<file path="src/rtl/gray_counter.sv">
// -----------------------------------------------------------------------------
// gray_counter
//
// Up/down modulo-2^WIDTH counter that keeps a binary count register and a
// separately registered reflected-binary Gray code of the same count. Both
// registers are loaded from the same next-count value, so they always agree
// after each edge. A one-cycle wrap pulse flags the modulo rollover.
//
// Parameters
//   WIDTH     counter / code width in bits (legal range 2..16)
//
// Ports
//   clk       single clock, rising-edge active
//   rst_n     asynchronous active-low reset (clears count, code and wrap)
//   en        count enable, one step per cycle while high
//   up        direction when en=1: 1 = increment, 0 = decrement
//   load      synchronous load strobe, takes priority over en
//   load_bin  binary value loaded when load=1
//   gray_out  registered Gray code of the count
//   bin_out   registered binary count
//   wrap      registered pulse, high for the cycle after a modulo wrap
// -----------------------------------------------------------------------------
module gray_counter #(
  parameter int WIDTH = 4
) (
  input  logic             clk,
  input  logic             rst_n,
  input  logic             en,
  input  logic             up,
  input  logic             load,
  input  logic [WIDTH-1:0] load_bin,
  output logic [WIDTH-1:0] gray_out,
  output logic [WIDTH-1:0] bin_out,
  output logic             wrap
);

  typedef enum logic [1:0] {
    OP_HOLD,
    OP_UP,
    OP_DOWN,
    OP_LOAD
  } op_e;

  localparam logic [WIDTH-1:0] ONE      = WIDTH'(1);
  localparam logic [WIDTH-1:0] ZERO     = '0;
  localparam logic [WIDTH-1:0] ALL_ONES = '1;

  logic [WIDTH-1:0] bin_q;
  logic [WIDTH-1:0] gray_q;
  logic             wrap_q;

  logic [WIDTH-1:0] bin_nxt;
  logic [WIDTH-1:0] gray_nxt;
  logic             wrap_nxt;
  op_e              op;

  // Priority: load over count enable over hold.
  always_comb begin
    op = OP_HOLD;
    if (load) begin
      op = OP_LOAD;
    end else if (en) begin
      op = up ? OP_UP : OP_DOWN;
    end
  end

  // NOTE: every output of this block gets a default first, so no path through
  // the case leaves a variable unassigned and no latch is inferred.
  always_comb begin
    bin_nxt  = bin_q;
    wrap_nxt = 1'b0;
    unique case (op)
      OP_LOAD: bin_nxt = load_bin;
      OP_UP: begin
        bin_nxt  = bin_q + ONE;
        wrap_nxt = (bin_q == ALL_ONES);
      end
      OP_DOWN: begin
        bin_nxt  = bin_q - ONE;
        wrap_nxt = (bin_q == ZERO);
      end
      default: bin_nxt = bin_q;
    endcase
  end

  // The Gray register is fed from the next binary count rather than decoded
  // from bin_q, so gray_out is a true flop output with no input-to-output path.
  assign gray_nxt = bin_nxt ^ (bin_nxt >> 1);

  // NOTE: state registers use non-blocking assignments so every flop samples
  // the pre-edge values, regardless of statement order.
  always_ff @(posedge clk or negedge rst_n) begin
    if (!rst_n) begin
      bin_q  <= '0;
      gray_q <= '0;
      wrap_q <= 1'b0;
    end else begin
      bin_q  <= bin_nxt;
      gray_q <= gray_nxt;
      wrap_q <= wrap_nxt;
    end
  end

  assign bin_out  = bin_q;
  assign gray_out = gray_q;
  assign wrap     = wrap_q;

endmodule

</file>
<file path="config.mk">
export PLATFORM = sky130hd
export DESIGN_NAME = gray_counter
export DESIGN_NICKNAME = d
export VERILOG_FILES = /design/src/rtl/gray_counter.sv
export SDC_FILE = /design/constraint.sdc
export NUM_CORES = 1
export LEC_CHECK = 0
export CORE_AREA = 2 2 41 43
export CTS_CLUSTER_SIZE = 28
export DETAILED_ROUTE_END_ITERATION = 12
export DIE_AREA = 0 0 43 45
export PLACE_DENSITY = 0.69
export SETUP_SLACK_MARGIN = 0.4
export SLEW_MARGIN = 10
export SYNTH_ARGS = -nofsm -noshare
export SYNTH_HDL_FRONTEND = slang
export SYNTH_SLANG_ARGS = --single-unit
</file>
<file path="constraint.sdc">
create_clock -name clk -period 1.83 [get_ports clk]
set_clock_uncertainty 0.15 [all_clocks]
set_input_delay 0.183 -clock clk [delete_from_list [all_inputs] [get_ports clk]]
set_output_delay 0.183 -clock clk [all_outputs]
set_load 0.03 [all_outputs]
</file>
Yosys cells after proc, flatten, opt, wreduce, memory -nomap -nowiden
Index checks and enable logic that the tools add are counted.
{"block": "word_totals", "input_bits": 9, "output_inout_bits": 9, "elab_cells": 16, "reg_bits": 9}
{"block": "classes", "n_eq_ne": 4, "muxes": 5, "n_reduce_logical": 1, "add_sub_neg": 2, "n_bitwise": 1}
{"cell": "$pmux W4 S3", "count": 1}
{"cell": "$mux W2", "count": 3}
{"cell": "$add A4 B1 Y4 const B", "count": 1}
{"cell": "$eq A2 B2 Y1 const B", "count": 2}
{"cell": "$eq A4 B4 Y1 const B", "count": 1}
{"cell": "$logic_not A4 Y1", "count": 1}
{"cell": "$sub A4 B1 Y4 const B", "count": 1}
{"cell": "$xor A4 B3 Y4", "count": 1}
{"cell": "$eq A2 B1 Y1 const B", "count": 1}
{"cell": "$pmux W1 S2", "count": 1}

Depth between registers and ports, before layout
Gate-level depths: netlist of the first run.
{"block": "depth", "word_depth": 6, "mapped_depth": 10, "ltp_nobuf": 10}

Worst setup path after synthesis of the first run
Ideal clock, no wire load.
{"block": "synth_path", "path_kind": "input to register", "start": "in up", "end": "reg gray_q[1] (netlist: gray_out[1])", "t_required_ns": 1.556, "setup_ns": 0.124, "t_arrival_ns": 1.746, "path_slack_ns": -0.190, "n_path_buf": 0, "cell_stages": 9, "path_cell_list": "a21o_1 > inv_1 > ha_1 > xor2_1 > ha_1 > a221o_1 > o21ai_0 > inv_1 > xnor2_1"}
{"block": "synth_via", "elab_chain_len": 6, "word_cells_on_any_way": 8, "classes_between": "eq/ne: 3; mux: 4; bitwise: 1"}
{"element": "start, declared", "line": "29", "rtl": "input logic up,"}
{"element": "$mux W2 (*)", "line": "63", "rtl": "op = up ? OP_UP : OP_DOWN;"}
{"element": "$mux W2 (*)", "line": "62", "rtl": "end else if (en) begin"}
{"element": "$mux W2 (*)", "line": "60", "rtl": "if (load) begin"}
{"element": "$eq A2 B2 Y1 or $eq A2 B1 Y1 (tied branches)", "line": "72", "rtl": "unique case (op)"}
{"element": "$pmux W4 S3 (*)", "line": "72"}
{"element": "via bin_nxt[1]", "line": "52", "rtl": "logic [WIDTH-1:0] bin_nxt;"}
{"element": "$xor A4 B3 Y4 (*)", "line": "88", "rtl": "assign gray_nxt = bin_nxt ^ (bin_nxt >> 1);"}
{"element": "via gray_nxt[1]", "line": "53", "rtl": "logic [WIDTH-1:0] gray_nxt;"}
{"element": "end signal, assigned", "line": "99", "rtl": "gray_q <= gray_nxt;"}
{"element": "end, declared", "line": "49", "rtl": "logic [WIDTH-1:0] gray_q;"}
The timed path passes the listed nets; every way through them passes the cells marked *.

Worst setup path in the final report of the first run
{"block": "layout_path", "start": "reg bin_q[1] (netlist: bin_out[1])", "end": "reg gray_q[0] (netlist: gray_out[0])"}
{"block": "layout_via", "elab_chain_len": 3, "word_cells_on_any_way": 4, "classes_between": "add/sub: 2; mux: 1; bitwise: 1"}
{"element": "start, declared", "line": "48", "rtl": "logic [WIDTH-1:0] bin_q;"}
{"element": "start signal, assigned", "line": "98", "rtl": "bin_q <= bin_nxt;"}
{"element": "$sub A4 B1 Y4 or $add A4 B1 Y4 (tied branches)", "line": "79, 75"}
{"element": "$pmux W4 S3 (*)", "line": "72"}
{"element": "$xor A4 B3 Y4 (*)", "line": "88"}
{"element": "via gray_nxt[0]", "line": "53"}
Marks and branches as above.

==> impl_metrics.py, run 1 <==
metrics = {
    "global_routing": {
        "track_usage_pct": 14.36,
        "grt-ovfl-total": 0,
        "antenna_found_initial": 0,
        "first_global_vias": 474,
        "grt_max_degree": 9,
        "grt_pass1_wl_mm": 1.966,
    },
    "power": {
        "total_power_mw": 0.9725,
        "power_frac_comb_pct": 56.2,
        "internal_power_mw": 0.5615,
        "pwr-share-clk_pct": 13.1,
        "swShare_pct": 42.26,
        "p_seq_share_pct": 30.7,
        "vdd_drop_max_uv": 625.4,
        "power_density_mw_per_mm2": 1110,
        "switching_power_mw": 0.4110,
        "leakagePower_nw": 0.4365,
    },
    "detailed_routing": {
        "wl_mm": 1.217,
        "first_iter_violations": 15,
        "via_per_inst": 4.825,
        "vias": 497,
        "dr.pass1.iters": 4,
        "wl_per_cell_um": 11.82,
        "ant_nets": 0,
        "drc_errors": 0,
    },
    "logic_synthesis": {
        "synth.distinct_cells": 24,
        "synth_top_cells_by_area": "dfrtp_1 37%, ha_1 14%, xnor2_1 6.5%",
        "synth_top_area_share_pct": 36.95,
        "synthMostInstantiatedCell": "dfrtp_1",
        "ys_warn_count": 0,
        "synth_nets": 71,
        "synth_top_area_cell": "dfrtp_1",
        "ys_ff_latch": 8,
        "synth_edf_count": 0,
        "postSynthCellCount": 56,
        "synth_area_um2": 541.8,
        "ys.flop_type": "dfrtp_1",
        "yosys-top-cells-count": "8 x dfrtp_1, 7 x inv_1, 6 x ha_1",
        "synth_area_per_cell_um2": 9.674,
        "async_flop_share_pct": 100.0,
        "yosysSeqAreaShare_pct": 36.95,
    },
    "critical_path": {
        "worst_ep_required_time_ps": 1810,
        "cp.arrival_ps": 1760,
        "slowest_stage": "dfrtp_2",
        "slowest_delay_ps": 450,
        "end_kind": "flop",
        "worstSetupPathType": "flop to flop",
        "cp-start-kind": "flop",
        "worstPathMaxFanout": 6,
        "cp_cell_sequence": "xor2_1 > ha_2 > a221o_1 > o21ai_2 > buf_4 > xnor2_2",
    },
    "sta": {
        "setup_violations": 0,
        "finalCriticalPeriod_ps": 1775,
        "hold_violations": 0,
        "slew_headroom_pct": 76.82,
        "drv_slew": 0,
        "clock.fmax_mhz": 563.3,
        "final.period_utilization_pct": 97.01,
        "fin_setup_tns_ps": 0,
        "rsz0062_at_grt": "true",
        "worst_pin_slew_ps": 346.6,
        "worst_slack_ps": 54.67,
        "whs_ps": 58.47,
    },
    "clock_network": {
        "insertion_delay_ps": 250,
        "clockBufferDepth": 2,
        "htree_levels": 1,
        "clk_pin_slew_ps": 50,
        "numClockSinks": 8,
        "cts_root_buf": "clkbuf_4",
        "cts_tree": "done",
        "cts_buffers": 3,
    },
    "placed_design": {
        "placed_area_um2": 810.8,
        "place.gp.congestion": 0.7050,
        "place_inst": 95,
        "pre_cts_slack_ps": -552.9,
        "port_buffers": 17,
        "dpl.hpwl_um": 891.7,
    },
    "die": {
        "io_pins": 18,
        "die_area_mm2": 0.001935,
        "fp.dieH_um": 45,
        "coreArea_mm2": 0.001471,
        "die_w_um": 43,
        "row_count": 14,
        "start_util_pct": 36.82,
    },
    "final_layout": {
        "antenna_cells": 0,
        "area_growth_pct": 61.66,
        "utilization_pct": 59.52,
        "fin_area_um2": 875.8,
        "fin_nets": 104,
        "nFillCells": 136,
        "drive_above_1_share_pct": 48.28,
        "instances_no_fill": 103,
    },
    "flow_run": {
        "timing.max_cap.violations": 0,
    },
    "outcome": {
        "outcome": "finished clean",
    },
    "worst_hold_path": {
        "hold_class": "input pin to async pin",
    },
}
area by class of cell:
cell class / instances / area [µm²] / area share (%)
flip-flops and latches: 8 / 203.9 / 23.29
clock buffers: 3 / 22.52 / 2.571
inverters: 7 / 26.28 / 3.000
repair buffers: 30 / 246.5 / 28.14
well taps: 16 / 20.02 / 2.286
multi-input cells: 39 / 356.6 / 40.71
cell families after synthesis:
| family | synth area share, % |
|---|---|
| xor gates and xnor gates | 9.700 |
| and+or+nand+nor | 12.93 |
| buffers and inverters | 6.929 |
| adders and majority gates | 13.86 |
| DFF | 36.95 |
| AOI/OAI and AO/OA | 19.63 |
layout by cell type, fill, tap and decap left out, types with 2 or more instances in the layout:
cell,synthesis,layout
buf_4,1,12
dfrtp_1,8,5
clkdlybuf4s50_1,0,5
inv_1,7,4
nand2_1,4,4
dlygate4sd2_1,0,4
inv_2,0,3
o21ai_0,4,3
xnor2_1,4,3
ha_2,0,3
dfrtp_2,0,3
clkbuf_4,0,3
buf_2,0,3
xor2_1,2,2
a21oi_2,0,2
a221o_1,2,2
o21ai_2,1,2
ha_1,6,2
buf_6,0,2
clkbuf_2,0,2
metal layers:
metal	wire length [µm]	up-vias	track usage [%]
li1	-	254	-
met3	57	0	6.000
met1	554	231	16.88
met4	0	0	3.636
met2	605	12	24.55
met5	0	-	0
sequential cells by signal, indices dropped and copies added (netlist names):
register  count
bin_out       4
gray_out      3
wrap          1
power by group through the flow:
stage / sequential, mW / clock, mW / combinational, mW
after global placement: 0.301 / 0 / 0.539
after detailed placement: 0.304 / 0 / 0.540
after floorplan: 0.420 / 0 / 0.221
final: 0.298 / 0.128 / 0.547
after global routing: 0.307 / 0.152 / 0.582
after CTS: 0.296 / 0.134 / 0.540
worst max-delay path, delay by kind of cell, from the launching register on:
family	cells	cell delay [ps]
fa+ha+maj	1	280
compound gates	2	430
xor+xnor	2	200
buf+inv	1	140
flops	1	450
timing repair:
item	in CTS	in global routing
buffers inserted	5	0
hold buffers	0	0
setup endpoints to repair	17	10
pin swaps	6	9
resized for setup	34	7
path summary, 6_finish.rpt:
check	from	end	slack (ps)	cells past startpoint
max	bin_out[1]$_DFF_PN0_	gray_out[0]$_DFF_PN0_	50	6
min	rst_n	gray_out[1]$_DFF_PN0_	60	1
max reg2reg	bin_out[1]$_DFF_PN0_	gray_out[0]$_DFF_PN0_	50	6
min reg2reg	bin_out[0]$_DFF_PN0_	bin_out[0]$_DFF_PN0_	530	2
max in group asynchronous	rst_n	bin_out[2]$_DFF_PN0_	1200	1
min in group clk	load	wrap$_DFF_PN0_	480	5
(Power assumes the default switching activity.)
==> run 2, diff against run 1 <==
CTS_CLUSTER_SIZE = unset   (was 28)
SKIP_CTS_REPAIR_TIMING = 1   (was unset)
==> impl_metrics.py, run 2 (synthesized netlist as in run 1, its figures left out) <==
metrics = {
    "outcome": {
        "outcome": "finished clean",
    },
    "critical_path": {
        "r2r_slack_ps": 40,
        "cp_cell_sequence": "xor2_2 > ha_2 > a221o_1 > o21ai_2 > inv_2 > xnor2_1",
        "slowest_stage": "dfrtp_2",
        "r2r_cells": 6,
        "cp.arrival_ps": 1770,
        "slowest_delay_ps": 460,
        "worstSetupPathType": "flop to flop",
        "worstReg2RegStart": "bin_out[1]$_DFF_PN0_",
        "cp-start-kind": "flop",
        "reg2reg_to": "gray_out[1]$_DFF_PN0_",
        "worstPathMaxFanout": 6,
        "cp_num_buf_inv": 1,
        "end_kind": "flop",
        "critPathTopFamily": "flip-flops",
        "worst_ep_required_time_ps": 1820,
    },
    "detailed_routing": {
        "dr.pass1.iters": 4,
        "first_iter_violations": 4,
        "wl_per_cell_um": 11.13,
        "ant_nets": 0,
        "vias": 486,
        "via_per_inst": 4.860,
        "drc_errors": 0,
        "wl_mm": 1.113,
    },
    "sta": {
        "final.period_utilization_pct": 97.70,
        "whs_ps": 48.68,
        "worst_pin_slew_ps": 342.7,
        "drv_slew": 0,
        "slew_headroom_pct": 77.08,
        "setup_violations": 0,
        "rsz0062_at_grt": "true",
        "finalCriticalPeriod_ps": 1788,
        "clock.fmax_mhz": 559.3,
        "hold_violations": 0,
    },
    "final_layout": {
        "instances_no_fill": 100,
        "area_growth_pct": 58.43,
        "antenna_cells": 0,
        "multi_input_area_um2": 341.6,
        "largest_reg_flops": 4,
        "utilization_pct": 58.33,
        "drive_above_1_share_pct": 36.90,
        "seqCellArea_um2": 202.7,
        "fin_area_um2": 858.3,
        "layout_commonest_cell": "buf_4",
        "most-common-layout-cells": "10 x buf_4, 8 x dlymetal6s2s_1, 6 x dfrtp_1",
        "nFillCells": 137,
        "fin_nets": 101,
    },
    "die": {
        "coreArea_mm2": 0.001471,
        "die_area_mm2": 0.001935,
        "row_count": 14,
        "die_w_um": 43,
        "start_util_pct": 36.82,
        "fp.dieH_um": 45,
        "io_pins": 18,
    },
    "worst_hold_path": {
        "hold_class": "input pin to async pin",
    },
    "global_routing": {
        "grt-ovfl-total": 0,
        "antenna_found_initial": 0,
        "track_usage_pct": 13.17,
        "grt_pass1_wl_mm": 1.800,
        "grt_max_degree": 9,
        "first_global_vias": 440,
    },
    "clock_network": {
        "insertion_delay_ps": 250,
        "htree_levels": 1,
        "cts_tree": "done",
        "clockBufferDepth": 2,
        "clk_pin_slew_ps": 50,
        "cts_buffers": 3,
        "cts_root_buf": "clkbuf_4",
        "numClockSinks": 8,
    },
    "placed_design": {
        "placed_area_um2": 810.8,
        "place_inst": 95,
        "port_buffers": 17,
        "place.gp.congestion": 0.7050,
        "dpl.hpwl_um": 891.7,
    },
    "power": {
        "leakagePower_nw": 0.4873,
        "vdd_drop_max_uv": 639.1,
        "total_power_mw": 0.9597,
        "power_density_mw_per_mm2": 1118,
    },
    "flow_run": {
        "timing.max_cap.violations": 0,
    },
}
run 2: report_power, final:
part / internal, mW / switching [mW] / total, mW
sequential: 0.240 / 0.0606 / 0.301
combinational: 0.248 / 0.279 / 0.527
clock: 0.0749 / 0.0575 / 0.132
total: 0.563 / 0.397 / 0.960
run 2: per-stage QoR:
| stage | TNS [ps] | worst slack, ps |
|---|---|---|
| 3_5_place_dp | -3255 | -552.9 |
| 2_1_floorplan | -4.581 | -4.581 |
| 3_3_place_gp | -3151 | -542.0 |
| 6_report | 0 | 42.02 |
| 4_1_cts | -1363 | -293.2 |
| 5_1_grt | -16.99 | -16.99 |
run 2: area by class of cell:
cell class	instances	share of cell area, %
Clock buffer	3	2.624
Sequential cell	8	23.62
Timing Repair Buffer	27	28.57
Multi-Input combinational cell	39	39.80
Inverter	7	3.061
Tap cell	16	2.332
run 2: per-layer routing:
metal | vias up | part of all wire [%] | track usage [%]
met3 | 0 | 7.4 | 6.000
met2 | 15 | 48 | 20.91
met5 | - | 0 | 0
met1 | 224 | 45 | 16.37
met4 | 0 | 0 | 3.636
li1 | 247 | - | -
run 2: worst max path at each step:
stage / slack [ps] / depth (start not counted) / to / startpoint
floorplan: -5 / 9 / gray_out[1]$_DFF_PN0_ / up
global placement: -540 / 9 / gray_out[2]$_DFF_PN0_ / up
global route: -20 / 6 / gray_out[1]$_DFF_PN0_ / bin_out[1]$_DFF_PN0_
CTS: -290 / 9 / gray_out[2]$_DFF_PN0_ / up
detailed placement: -550 / 10 / gray_out[1]$_DFF_PN0_ / up
finish: 40 / 6 / gray_out[1]$_DFF_PN0_ / bin_out[1]$_DFF_PN0_
==> patch 1 (config.mk and constraints of run 1) <==
Add an input register stage for `en`, `up`, `load` and `load_bin`, without a reset; this delays them by one clock. Comments in the files are not updated.
--- a/src/rtl/gray_counter.sv
+++ b/src/rtl/gray_counter.sv
@@ -45,6 +45,18 @@
   localparam logic [WIDTH-1:0] ZERO     = '0;
   localparam logic [WIDTH-1:0] ALL_ONES = '1;
 
+  logic en_q;
+  logic up_q;
+  logic load_q;
+  logic [WIDTH-1:0] load_bin_q;
+
+  always_ff @(posedge clk) begin
+    en_q       <= en;
+    up_q       <= up;
+    load_q     <= load;
+    load_bin_q <= load_bin;
+  end
+
   logic [WIDTH-1:0] bin_q;
   logic [WIDTH-1:0] gray_q;
   logic             wrap_q;
@@ -57,10 +69,10 @@
   // Priority: load over count enable over hold.
   always_comb begin
     op = OP_HOLD;
-    if (load) begin
+    if (load_q) begin
       op = OP_LOAD;
-    end else if (en) begin
-      op = up ? OP_UP : OP_DOWN;
+    end else if (en_q) begin
+      op = up_q ? OP_UP : OP_DOWN;
     end
   end
 
@@ -70,7 +82,7 @@
     bin_nxt  = bin_q;
     wrap_nxt = 1'b0;
     unique case (op)
-      OP_LOAD: bin_nxt = load_bin;
+      OP_LOAD: bin_nxt = load_bin_q;
       OP_UP: begin
         bin_nxt  = bin_q + ONE;
         wrap_nxt = (bin_q == ALL_ONES);
Function: changed (Yosys sat finds a counterexample within 4 cycles, from zero or initial values and one cycle with rst_n low).
==> patch 1 against run 1 <==
- the run now ends with setup timing left
- wire length shrank 2.5%
- total power shrank 7.0%
- setup slack lost 0.34 ns
- maximum frequency shrank 16%
- area after synthesis grew 11%
- first-iteration DRC count shrank 73%
- final area grew 5.9%
- critical path depth grew 3
- synthesized cell count shrank 7.1%
- global-route usage shrank 1.0 points
- sequential power grew 34%
- critical endpoint is now gray_out[2]$_DFF_PN0_
- sequential cell count grew 7
==> patch 1: results (changes against run 1) <==
1st-iter DRT viols 4 (-11); WL final 1.19 mm (-2.5%); layout cell share with drive strength beyond 1 0.427 (-0.0559); Post-Synth Adder-Cell Area 0.0207 (-0.118); maximum vdd drop 0.506 mV (-19%); Final WS setup -0.283 ns (-0.338 ns); mean post-synth cell area 11.6 um2 (+20%); post-synthesis async set-or-reset flop share 0.533 (-0.467); HPWL after DPL 866 um (-2.9%); top post-synthesis cells by count dfrtp_1 (8), dfxtp_1 (7), nor2_1 (4), o21ai_0 (4), xor2_1 (4); Critical Path Source load_q$_DFF_P_; first-pass GRT wire length 1.82 mm (-7.4%); xor-xnor portion of the synthesized cell area 0.141 (+0.0441); mux contribution to synthesized area 0.0353 (+0.0353); largest net degree at the start of global routing 12 (+3); dpl cells 93 (-2.1%); register area share after synthesis 0.564 (+0.195); static leakage 0.427 nW (-2.2%); final setup vio count 3 (+3); violated checks setup timing; Compound-Gate Fraction of Synth Area 0.0996 (-0.0967); Clock Latency Late Sink 0.27 ns (+0.02 ns); status finished with violations; vias in the first global route 433 (-8.6%); gr usage total 0.133 (-0.0104); Cell Count, Final, Fillers Out 98 (-4.9%); slew margin rel. 0.741 (-0.0277); CP Max Fanout 2 (-4); Critical Path AT 2.13 ns (+0.37 ns); Clock Pin Slew Worst Setup and Hold Paths 0.08 ns (+0.03 ns); Mapped Nets 62 (-13%); R2R cell count 9 (+3); top cells by area, synth dfrtp_1 (33%), dfxtp_1 (23%), xor2_1 (5.8%)
-- patch 1: cell count changes after synthesis, moves of 2 or more --
cell	run 1	this run
nor2_1	1	4
a221o_1	2	0
a21oi_1	3	1
xor2_1	2	4
dfxtp_1	0	7
a21o_1	2	0
inv_1	7	2
ha_1	6	1
-- patch 1: worst max path at each step --
stage                       endpoint  cells after the start
2_1_floorplan  gray_out[2]$_DFF_PN0_                     10
3_3_place_gp   gray_out[2]$_DFF_PN0_                      9
3_5_place_dp   gray_out[2]$_DFF_PN0_                      9
4_1_cts        gray_out[2]$_DFF_PN0_                      9
5_1_grt        gray_out[2]$_DFF_PN0_                      9
6_report       gray_out[2]$_DFF_PN0_                      9
-- patch 1: power breakdown --
part	leakage, nW	switching (mW)	internal, mW	total [mW]
registers	0.153	0.0259	0.372	0.398
logic	0.259	0.170	0.157	0.326
clock network	0.0150	0.0966	0.0844	0.181
total	0.427	0.292	0.613	0.905
-- patch 1: stage by stage --
step / TNS (ns) / utilization / setup WS, ns / cell area [um2] / hold slack [ns]
CTS: -0.502 / 0.606 / -0.283 / 892 / 0.0481
finish: -0.583 / 0.630 / -0.283 / 927 / 0.0397
global placement: -0.337 / 0.594 / -0.226 / 875 / 0.323
detailed placement: -0.457 / 0.594 / -0.273 / 875 / 0.347
global route: -1.06 / 0.630 / -0.406 / 927 / 0.0478
floorplan: -0.594 / - / -0.331 / 631 / -0.263
-- patch 1: routing by layer --
| metal | vias up | routed length, um | track usage |
|---|---|---|---|
| li1 | 235 | - | - |
| met1 | 222 | 507 | 0.156 |
| met2 | 11 | 618 | 0.224 |
| met3 | 2 | 51 | 0.0240 |
| met4 | 0 | 10 | 0.0909 |
| met5 | - | 0 | 0 |
-- patch 1: cells by family (layout without fill, tap and decap cells) --
logic type,Yosys count,in the layout
buffers and inverters,4,34
and+or+nand+nor,13,13
DFF,15,15
xor gates and xnor gates,8,8
adders and majority gates,1,1
muxes,2,2
AOI/OAI and AO/OA,9,9
-- patch 1: worst max-delay path: stages (launching register included) --
cell and delay [ns]:
dfxtp_2 0.33, nand2b_4 0.14, nor2_4 0.10, xor2_1 0.16, ha_2 0.20, and2_1 0.12, o21ai_1 0.06, xor2_1 0.23
xor3_1 0.26, mux2_2 0.26
-- patch 1: layout make-up --
class / count / share of cell area
Clock buffer: 4 / 0.0283
Timing Repair Buffer: 28 / 0.244
Tap cell: 16 / 0.0216
Sequential cell: 15 / 0.372
Inverter: 2 / 0.00810
Multi-Input combinational cell: 33 / 0.325
-- patch 1: timing repair --
action                                  4_1_cts  5_1_grt
pin swaps                                     3        0
hold buffers                                  0        0
endpoints found under the setup margin       15        8
buffers inserted                              0        1
gates resized for setup                      24       12
==> patch 2 (flow settings as in run 1) <==
Made on the original files. Remove the register `gray_q`: a continuous assignment takes its place, so the output `gray_out` follows one clock earlier.
--- a/src/rtl/gray_counter.sv
+++ b/src/rtl/gray_counter.sv
@@ -92,14 +92,14 @@
   always_ff @(posedge clk or negedge rst_n) begin
     if (!rst_n) begin
       bin_q  <= '0;
-      gray_q <= '0;
       wrap_q <= 1'b0;
     end else begin
       bin_q  <= bin_nxt;
-      gray_q <= gray_nxt;
       wrap_q <= wrap_nxt;
     end
   end
+
+  assign gray_q = gray_nxt;
 
   assign bin_out  = bin_q;
   assign gray_out = gray_q;
Check against the original RTL: not equivalent (a bounded check fails within 4 cycles, from zero or initial values and one cycle with rst_n low).
==> patch 2 against run 1 <==
- largest power group unchanged
- the run now ends with setup timing left
- total power increased by 10%
- largest cell class unchanged
- final area increased by 4.4%
- sequential cell count decreased by 3
- maximum frequency decreased by 23%
- area after synthesis decreased by 14%
- via count increased by 5.0%
- wire length increased by 4.8%
- global-route usage increased by 1.4 points
- setup slack got worse by 0.53 ns
==> patch 2: results (changes against run 1) <==
largest net degree at the start of global routing 7 (-2); first-pass GRT wire length 2.24 mm (+14%); gp weighted congestion 0.848 (+20%); violated checks setup timing; maximum vdd drop 0.653 mV (+4.5%); register area share after synthesis 0.268 (-0.101); dpl cells 97 (+2.1%); setup TNS -1.52 ns (-1.52 ns); final setup vio count 4 (+4); initial antenna violation count 0 (unchanged); Vias per Instance 4.92 (+2.1%); top post-synthesis cells by count inv_1 (7), ha_1 (6), dfrtp_1 (5); nets 106 (+1.9%); post-synthesis async set-or-reset flop share 1.00 (unchanged); static leakage 0.442 nW (+1.3%); status finished with violations; Yosys cell types 24 (unchanged); HPWL after DPL 993 um (+11%); 1st-iter DRT viols 11 (-4); Final WS setup -0.475 ns (-0.530 ns); Wirelength per Cell 12.0 um (+1.8%); layout cell share with drive strength beyond 1 0.600 (+0.117); Critical Path AT 1.97 ns (+0.21 ns); total number of vias 522 (+5.0%); Most used DFF post-synth dfrtp_1; slew margin rel. 0.791 (+0.0231); Fillers 134 (-1.5%); vias in the first global route 536 (+13%); Clock Latency Late Sink 0.24 ns; top cells by area, synth dfrtp_1 (27%), ha_1 (16%), xnor2_1 (7.5%); clock buffer depth 2 (unchanged); Mapped Nets 68 (-4.2%); gr usage total 0.157 (+0.0135); Port Buffers 17 (unchanged); mean post-synth cell area 8.81 um2 (-9.0%)
## patch 2: changes by cell type in the layout (fill, tap and decap cells not counted), sizes merged
cell,change
buf,+12
clkbuf,-1
clkdlybuf4s15,-1
dfrtp,-3
dlygate4sd2,-3
dlymetal6s2s,-1
## patch 2: kinds of logic after synthesis
kind of cell               share of synthesized area
AOI/OAI and AO/OA                              0.228
and+or+nand+nor                                0.150
adders and majority gates                      0.161
DFF                                            0.268
xor gates and xnor gates                       0.113
buffers and inverters                         0.0804
## patch 2: final cells by class
cell class,instances,area [um2],area share
timing repair buffer,35,288,0.315
inverter,7,26.3,0.0287
clock buffer,4,26.3,0.0287
sequential,5,129,0.141
tap,16,20.0,0.0219
multi-input combinational,39,425,0.465
## patch 2: worst max-delay path, stage by stage (launching register included)
cell	delay (ns)
dfrtp_2	0.44
xor2_1	0.16
ha_2	0.17
a21oi_2	0.11
xnor2_1	0.07
a221o_1	0.33
o21ai_4	0.14
xnor2_4	0.15
buf_6	0.14
## patch 2: what timing repair did
item                                    4_1_cts  5_1_grt
pin swaps                                     9        6
resized for setup                            44        8
setup buffers                                 4        1
endpoints found under the setup margin       14       10
hold buffers                                  0        0
## patch 2: worst paths after layout
kind / from / slack [ns] / end / cells after the start
worst max-delay path: bin_out[1]$_DFF_PN0_ / -0.48 / gray_out[2] / 8
worst min-delay path: rst_n / 0.005 / bin_out[0]$_DFF_PN0_ / 1
worst max register to register: bin_out[1]$_DFF_PN0_ / 0.06 / bin_out[2]$_DFF_PN0_ / 7
worst min register to register: bin_out[2]$_DFF_PN0_ / 0.59 / bin_out[2]$_DFF_PN0_ / 3
max in group asynchronous: rst_n / 1.32 / bin_out[1]$_DFF_PN0_ / 1
min in group clk: load / 0.40 / wrap$_DFF_PN0_ / 5
## patch 2: metal layers
metal	vias up	global-route usage	wire (um)
met1	244	0.176	545
li1	255	-	-
met3	3	0.0360	57
met2	20	0.285	653
met4	0	0.0727	19
met5	-	0	0
## patch 2: power breakdown
group	switching, mW	leakage (nW)	total, mW	internal (mW)
Sequential	0.0377	0.0590	0.179	0.141
Clock	0.0480	0.0150	0.131	0.0826
Combinational	0.384	0.368	0.760	0.375
## patch 2: per-stage QoR
stage / power (mW) / worst slack (ns) / instance area (um2)
detailed placement: 0.893 / -1.01 / 820
CTS: 1.08 / -0.557 / 912
global route: 1.14 / -0.580 / 915
global placement: 0.883 / -0.985 / 820
finish: 1.07 / -0.475 / 915
floorplan: 0.649 / -0.246 / 551
